--- src/rtl/byte_lane_dly_pkg.sv ---
// Shared constants and FSM state type for the byte-lane delay loader.
// Address map matches the lane's dly_addr decoding.
package byte_lane_dly_pkg;

    localparam logic [4:0] DQ_BASE = 5'd0;
    localparam logic [4:0] DQS_OUT = 5'd8;
    localparam logic [4:0] DM_OUT  = 5'd9;
    localparam logic [4:0] IN_BASE = 5'd16;
    localparam logic [4:0] DQS_IN  = 5'd24;

    localparam int OUT_CNT = 10;
    localparam int IN_CNT  = 9;

    typedef enum logic [2:0] {
        S_IDLE,
        S_FETCH,
        S_LOAD,
        S_GAP,
        S_SETTLE,
        S_SET,
        S_DONE
    } state_e;

    function automatic logic is_out(input logic [4:0] a);
        return int'(a) < int'(DQ_BASE) + OUT_CNT;
    endfunction

    function automatic logic is_in(input logic [4:0] a);
        return (int'(a) >= int'(IN_BASE)) && (int'(a) < int'(IN_BASE) + IN_CNT);
    endfunction

endpackage

--- src/rtl/byte_lane_dly_loader_if.sv ---
// Host/table side and lane side signals of the delay loader.
// master drives the host inputs; slave is the loader itself.
interface byte_lane_dly_loader_if;

    logic       wr_en;
    logic [4:0] wr_addr;
    logic [7:0] wr_data;
    logic       start;
    logic       sel_out;
    logic       sel_in;
    logic       busy;
    logic       done;
    logic [7:0] dly_data;
    logic [4:0] dly_addr;
    logic       ld_delay;
    logic       set;

    modport master (
        output wr_en, wr_addr, wr_data, start, sel_out, sel_in,
        input  busy, done, dly_data, dly_addr, ld_delay, set
    );

    modport slave (
        input  wr_en, wr_addr, wr_data, start, sel_out, sel_in,
        output busy, done, dly_data, dly_addr, ld_delay, set
    );

endinterface

--- src/rtl/byte_lane_dly_addr_seq.sv ---
// Combinational next-address search over the implemented delay addresses.
// Ascending scan, so the output group naturally precedes the input group.
module byte_lane_dly_addr_seq
    import byte_lane_dly_pkg::*;
(
    input  logic [4:0]  cur_addr,
    input  logic        from_start,
    input  logic        sel_out,
    input  logic        sel_in,
    input  logic [31:0] mask,
    output logic [4:0]  nxt_addr,
    output logic        last
);

    logic [31:0] en;
    logic        found;

    always_comb begin
        en       = '0;
        found    = 1'b0;
        nxt_addr = '0;
        for (int i = 0; i < 32; i++) begin
            en[i] = mask[i] & ((sel_out & is_out(5'(i))) | (sel_in & is_in(5'(i))));
        end
        for (int i = 31; i >= 0; i--) begin
            if (en[i] && (from_start || i > int'(cur_addr))) begin
                found    = 1'b1;
                nxt_addr = 5'(i);
            end
        end
        last = ~found;
    end

endmodule

--- src/rtl/byte_lane_dly_loader.sv ---
// Walks the local 32x8 delay table into one byte lane (ld_delay per address, then set).
// Define BYTE_LANE_DLY_DIRTY_EN to load only entries written since their last load.
module byte_lane_dly_loader
    import byte_lane_dly_pkg::*;
#(
    parameter int LD_GAP        = 0,
    parameter int SETTLE_CYCLES = 2
) (
    input  logic                  clk_div,
    input  logic                  rst,
    byte_lane_dly_loader_if.slave bus
);

    localparam logic [3:0] GAP_N    = (LD_GAP > 0) ? 4'(LD_GAP - 1) : 4'd0;
    localparam logic [3:0] SETTLE_N = 4'(SETTLE_CYCLES - 1);

    logic [7:0] mem [32];

    state_e     state_q, state_d;
    logic [4:0] ptr_q, ptr_d;
    logic [3:0] cnt_q, cnt_d;
    logic       sel_out_q, sel_out_d;
    logic       sel_in_q, sel_in_d;
    logic       busy_q, busy_d;
    logic       done_q, done_d;
    logic       set_q, set_d;
    logic       ld_q, ld_d;
    logic [4:0] addr_q, addr_d;
    logic [7:0] data_q, data_d;

    logic [31:0] mask;
    logic [4:0]  seq_nxt;
    logic        seq_last;
    logic        seq_first;

`ifdef BYTE_LANE_DLY_DIRTY_EN
    logic [31:0] dirty_q, dirty_d;

    // A write landing on the fetch cycle wins, so the new value is loaded next run
    always_comb begin
        dirty_d = dirty_q;
        if (state_q == S_FETCH) dirty_d[ptr_q] = 1'b0;
        if (bus.wr_en) dirty_d[bus.wr_addr] = 1'b1;
    end

    always_ff @(posedge clk_div) begin
        if (rst) dirty_q <= '1;
        else     dirty_q <= dirty_d;
    end

    assign mask = dirty_q;
`else
    assign mask = '1;
`endif

    always_ff @(posedge clk_div) begin
        if (bus.wr_en) mem[bus.wr_addr] <= bus.wr_data;
    end

    assign seq_first = (state_q == S_IDLE);

    byte_lane_dly_addr_seq u_seq (
        .cur_addr   (ptr_q),
        .from_start (seq_first),
        .sel_out    (seq_first ? bus.sel_out : sel_out_q),
        .sel_in     (seq_first ? bus.sel_in : sel_in_q),
        .mask       (mask),
        .nxt_addr   (seq_nxt),
        .last       (seq_last)
    );

    always_comb begin
        state_d   = state_q;
        ptr_d     = ptr_q;
        cnt_d     = cnt_q;
        sel_out_d = sel_out_q;
        sel_in_d  = sel_in_q;
        addr_d    = addr_q;
        data_d    = data_q;
        unique case (state_q)
            S_IDLE: begin
                if (bus.start) begin
                    sel_out_d = bus.sel_out;
                    sel_in_d  = bus.sel_in;
                    if (seq_last) begin
                        state_d = S_SETTLE;
                        cnt_d   = SETTLE_N;
                    end else begin
                        ptr_d   = seq_nxt;
                        state_d = S_FETCH;
                    end
                end
            end
            S_FETCH: begin
                addr_d  = ptr_q;
                data_d  = mem[ptr_q];
                state_d = S_LOAD;
            end
            S_LOAD: begin
                if (seq_last) begin
                    state_d = S_SETTLE;
                    cnt_d   = SETTLE_N;
                end else begin
                    ptr_d   = seq_nxt;
                    cnt_d   = GAP_N;
                    state_d = (LD_GAP > 0) ? S_GAP : S_FETCH;
                end
            end
            S_GAP: begin
                if (cnt_q == 4'd0) state_d = S_FETCH;
                else               cnt_d   = cnt_q - 4'd1;
            end
            S_SETTLE: begin
                if (cnt_q == 4'd0) state_d = S_SET;
                else               cnt_d   = cnt_q - 4'd1;
            end
            S_SET:   state_d = S_DONE;
            S_DONE:  state_d = S_IDLE;
            default: state_d = S_IDLE;
        endcase
    end

    // Strobes are registered decodes of the state being entered
    always_comb begin
        ld_d   = (state_d == S_LOAD);
        set_d  = (state_d == S_SET);
        done_d = (state_d == S_DONE);
        busy_d = (state_d != S_IDLE) && (state_d != S_DONE);
    end

    always_ff @(posedge clk_div) begin
        if (rst) begin
            state_q   <= S_IDLE;
            ptr_q     <= '0;
            cnt_q     <= '0;
            sel_out_q <= 1'b0;
            sel_in_q  <= 1'b0;
            busy_q    <= 1'b0;
            done_q    <= 1'b0;
            set_q     <= 1'b0;
            ld_q      <= 1'b0;
            addr_q    <= '0;
            data_q    <= '0;
        end else begin
            state_q   <= state_d;
            ptr_q     <= ptr_d;
            cnt_q     <= cnt_d;
            sel_out_q <= sel_out_d;
            sel_in_q  <= sel_in_d;
            busy_q    <= busy_d;
            done_q    <= done_d;
            set_q     <= set_d;
            ld_q      <= ld_d;
            addr_q    <= addr_d;
            data_q    <= data_d;
        end
    end

    assign bus.busy     = busy_q;
    assign bus.done     = done_q;
    assign bus.set      = set_q;
    assign bus.ld_delay = ld_q;
    assign bus.dly_addr = addr_q;
    assign bus.dly_data = data_q;

endmodule

--- src/flat_wrapper.sv ---
// flat-port wrapper written by rule: the top's interface ports become plain ports
module byte_lane_dly_loader_flat import byte_lane_dly_pkg::*;
#(
    parameter int LD_GAP        = 0,
    parameter int SETTLE_CYCLES = 2
)
  (clk_div, rst, bus_wr_en, bus_wr_addr, bus_wr_data, bus_start, bus_sel_out, bus_sel_in, bus_busy, bus_done, bus_dly_data, bus_dly_addr, bus_ld_delay, bus_set);
  byte_lane_dly_loader_if bus_i ();
  input  logic clk_div;
  input  logic rst;
  input wire logic [$bits(bus_i.wr_en)-1:0] bus_wr_en;
  input wire logic [$bits(bus_i.wr_addr)-1:0] bus_wr_addr;
  input wire logic [$bits(bus_i.wr_data)-1:0] bus_wr_data;
  input wire logic [$bits(bus_i.start)-1:0] bus_start;
  input wire logic [$bits(bus_i.sel_out)-1:0] bus_sel_out;
  input wire logic [$bits(bus_i.sel_in)-1:0] bus_sel_in;
  output wire logic [$bits(bus_i.busy)-1:0] bus_busy;
  output wire logic [$bits(bus_i.done)-1:0] bus_done;
  output wire logic [$bits(bus_i.dly_data)-1:0] bus_dly_data;
  output wire logic [$bits(bus_i.dly_addr)-1:0] bus_dly_addr;
  output wire logic [$bits(bus_i.ld_delay)-1:0] bus_ld_delay;
  output wire logic [$bits(bus_i.set)-1:0] bus_set;
  assign bus_i.wr_en = bus_wr_en;
  assign bus_i.wr_addr = bus_wr_addr;
  assign bus_i.wr_data = bus_wr_data;
  assign bus_i.start = bus_start;
  assign bus_i.sel_out = bus_sel_out;
  assign bus_i.sel_in = bus_sel_in;
  assign bus_busy = bus_i.busy;
  assign bus_done = bus_i.done;
  assign bus_dly_data = bus_i.dly_data;
  assign bus_dly_addr = bus_i.dly_addr;
  assign bus_ld_delay = bus_i.ld_delay;
  assign bus_set = bus_i.set;
  byte_lane_dly_loader #(.LD_GAP(LD_GAP), .SETTLE_CYCLES(SETTLE_CYCLES)) u_core (.clk_div(clk_div), .rst(rst), .bus(bus_i));
endmodule
--- config.mk ---
export PLATFORM = sky130hd
export DESIGN_NAME = byte_lane_dly_loader_flat
export DESIGN_NICKNAME = d
export VERILOG_FILES = /design/src/rtl/byte_lane_dly_pkg.sv /design/src/rtl/byte_lane_dly_loader_if.sv /design/src/rtl/byte_lane_dly_addr_seq.sv /design/src/rtl/byte_lane_dly_loader.sv /design/src/flat_wrapper.sv
export SDC_FILE = /design/constraint.sdc
export NUM_CORES = 1
export LEC_CHECK = 0
export BUFFER_PORTS_ARGS = -buffer_cell sky130_fd_sc_hd__buf_4
export CAP_MARGIN = 20
export CORE_UTILIZATION = 40
export CTS_BUF_LIST = sky130_fd_sc_hd__clkbuf_4
export CTS_CLUSTER_DIAMETER = 100
export DETAILED_ROUTE_END_ITERATION = 8
export HOLD_SLACK_MARGIN = 0.12
export SLEW_MARGIN = 10
export SYNTH_ARGS = -nofsm -noshare
export SYNTH_HDL_FRONTEND = slang
export SYNTH_SLANG_ARGS = --single-unit
export TNS_END_PERCENT = 20
--- constraint.sdc ---
create_clock -name clk_div -period 4.16 [get_ports clk_div]
set_input_delay 1.04 -clock clk_div [delete_from_list [all_inputs] [get_ports clk_div]]
set_output_delay 1.04 -clock clk_div [all_outputs]
set_load 0.01 [all_outputs]
==> flow_summary_export.csv <==
group,metric,value,unit
critical_path,path_delay_family,"flip-flops",
routing,drtIter0Drc,676,
routing,via_per_inst,5.53,
clock_tree,cts-resized-gates,0,
placement,place_hpwl,16.2,mm
finish,nets,776,
synth,async_reset_ff_share,0,%
outcome,outcome,"completed",
synth,synth_edf_count,256,
clock_tree,clkTransAtPathRegs,0.07,ns
sta,tightest_slew,0.925,ns
sta,timing.fmax,357,MHz
clock_tree,post_cts_buffers,0,
synth,postSynthCellCount,678,
synth,synth_compound_area_share,5.05,%
grt,grt_use_total,19.0,%
finish,layout-drive-gt1-share,28.5,%
routing,drc,0,
critical_path,worstPathMaxFanout,31,
clock_tree,hold_buffers,0,
grt,grt_pass1_vias,6827,
synth,synth_top_cell_by_area,"edfxtp_1",
synth,synth_top_family_by_area,"multiplexers",
clock_tree,cts_buffers,72,
sta,fin_tns_setup,0,ns
sta,relSlewSlack,38.4,%
synth,synth_area,0.0115,sq mm
critical_path,path_buf_inv,1,
clock_tree,cts_sinks,287,
sta,finClkSkew,0.0350,ns
run,drv_cap,0,
placement,dp_cells,1059,
finish,fin_cells,1189,
critical_path,worst_ep_required_time,4.70,ns
finish,seqCellArea,0.00832,sq mm
grt,grt_pass1_wl,40.9,mm
floorplan,fp-row-count,61,
sta,finalSetupViolations,0,
clock_tree,cts-root-buf,"clkbuf_4",
synth,synth_ff_type,"edfxtp_1",
finish,syn2layout_area_growth,12.8,%
critical_path,cp_slowest_cell,"dfxtp_2",
synth,synth-simple-area-share,7.49,%
sta,slew_violations,0,
routing,wl_met1,11.9,mm
synth,synthDistinctLibCells,58,
sta,hold_violations,0,
synth,ys_top_cells_by_area,"edfxtp_1 (67%), mux4_2 (11%), dfxtp_1 (5.4%), nor2_1 (1.9%), nand2_1 (1.6%)",
routing,routedWlPerCell,22.3,um
synth,postSynthAreaPerCell,17.0,sq um
sta,final.period_utilization,67.3,%
finish,multiInputGateArea,0.00298,sq mm
synth,yosys_warnings,0,
critical_path,path_cells,"buf_4 > mux4_2 > mux2_2 > o21ai_0 > a31oi_1",
synth,synth.top_cell.area_share,66.7,%
critical_path,start_kind,"flop",
routing,drt-total-wl,26.5,mm
floorplan,dieHeight,172,um
synth,synth_seq_area_share,72.1,%
synth,synth_xor_area_share,0.152,%
floorplan,dieArea,0.0295,sq mm
grt,antenna_found_initial,1,
power_and_ir_drop,peakVddDrop,0.000275,V
floorplan,ios,36,
finish,final_cell_mix,"edfxtp_1 (256), clkbuf_4 (104), nor2_1 (57), mux4_2 (56), nand2_1 (48)",
critical_path,cp.arrival,3.34,ns
synth,synth_mux_area_share,12.9,%
worst_hold_path,hold_class,"flop to flop",
floorplan,dieWidth,172,um
routing,met2_length,12.1,mm
sta,fin_crit,2.80,ns
routing,dr.pass1.iters,5,
floorplan,initial_core_util,41.1,%
critical_path,cpPeakStageDelay,0.91,ns
routing,antenna_left,0,
critical_path,path_class,"flop to flop",
floorplan,coreArea,0.0281,sq mm
routing,dr_wl_met3,1.94,mm
placement,gp_congestion,0.809,
clock_tree,htree_levels,3,
power_and_ir_drop,leakagePower,4.13,nW
placement,portBuffers,35,
sta,timing.hold.ws,0.457,ns
critical_path,end_kind,"flop",
synth,synthAdderAreaFrac,0.217,%
sta,grt_setup_unrepaired,"false",
finish,layout.cells.most_common,"edfxtp_1",
routing,maxUsedRoutingLayer,"met4",
routing,dr_total_vias,6579,
synth,synth_nets,699,
grt,grt_max_degree,52,
power_and_ir_drop,powerDensity,509,mW/mm^2
finish,fillers,2474,
grt,grt_overflow,0,
clock_tree,max-clock-path-buffers,3,
clock_tree,insertion_delay,0.67,ns
clock_tree,cts_tree,"done",
synth,ys_seq_elements,287,
area by class of cell:
type	instances	area share, %
diodes	1	0.0192
clock buffers	104	6.00
clock inverters	25	0.750
inverters	9	0.260
multi-input cells	342	22.9
flip-flops and latches	287	63.9
well taps	378	3.63
repair buffers	43	2.48
power breakdown:
group	switching, W	internal [W]
Sequential	0.000155	0.00323
Clock	0.00111	0.00115
Combinational	0.000561	0.000414
Total	0.00183	0.00480
metal layers:
metal | track usage (%) | up-vias
met5 | 0 | -
met4 | 6.46 | 0
met3 | 4.56 | 56
met2 | 28.4 | 273
met1 | 27.2 | 3341
li1 | - | 2909
through the flow:
| stage | area, sq um | utilization, % | total power [W] | setup WS (ns) |
|---|---|---|---|---|
| after floorplan | 11500 | - | 0.00408 | 1.73 |
| after global placement | 12100 | 43.2 | 0.00439 | 1.31 |
| after detailed placement | 12100 | 43.2 | 0.00442 | 1.28 |
| after CTS | 13000 | 46.3 | 0.00668 | 1.40 |
| after global routing | 13000 | 46.3 | 0.00694 | 1.22 |
| final | 13000 | 46.3 | 0.00663 | 1.36 |
worst paths after layout:
path	startpoint	slack (ns)	to	cells after the start
max	u_core.ptr_q[2]	1.36	u_core.bus.dly_data[0]	5
min	u_core.bus.dly_addr[0]	0.46	u_core.bus.dly_addr[0]	2
max reg2reg	u_core.ptr_q[2]	1.36	u_core.bus.dly_data[0]	5
min reg2reg	u_core.bus.dly_addr[0]	0.46	u_core.bus.dly_addr[0]	2
synth_stat cells, drive strengths merged, types with 6 or more instances:
| cell type | number |
|---|---|
| edfxtp | 256 |
| clkbuf | 16 |
| nor2 | 57 |
| nand3 | 14 |
| a2111oi | 7 |
| a21oi | 17 |
| nand2 | 48 |
| dfxtp | 31 |
| mux2i | 14 |
| mux2 | 8 |
| mux4 | 56 |
| a31oi | 9 |
| buf | 24 |
| nand3b | 7 |
| inv | 8 |
| a211oi | 6 |
| nor3 | 7 |
| o21ai | 18 |
| nor2b | 6 |
| and2 | 6 |
worst min-delay path, stage by stage (launching register included):
cell and delay [ns]:
dfxtp_1 0.31, nand2_1 0.05, a21oi_1 0.05
registers in the layout, indices dropped and copies added (netlist names), 3 cells and up:
register and cells:
u_core.state_q 3, u_core.ptr_q 5, u_core.mem 256, u_core.bus.dly_addr 5, u_core.cnt_q 4, u_core.bus.dly_data 8
cells by family after synthesis:
kind of cell	after synthesis
mux	78
compound gates	85
fa+ha+maj	2
xor+xnor	2
flops	287
buf+inv	49
simple gates	175
(Power assumes the default switching activity.)
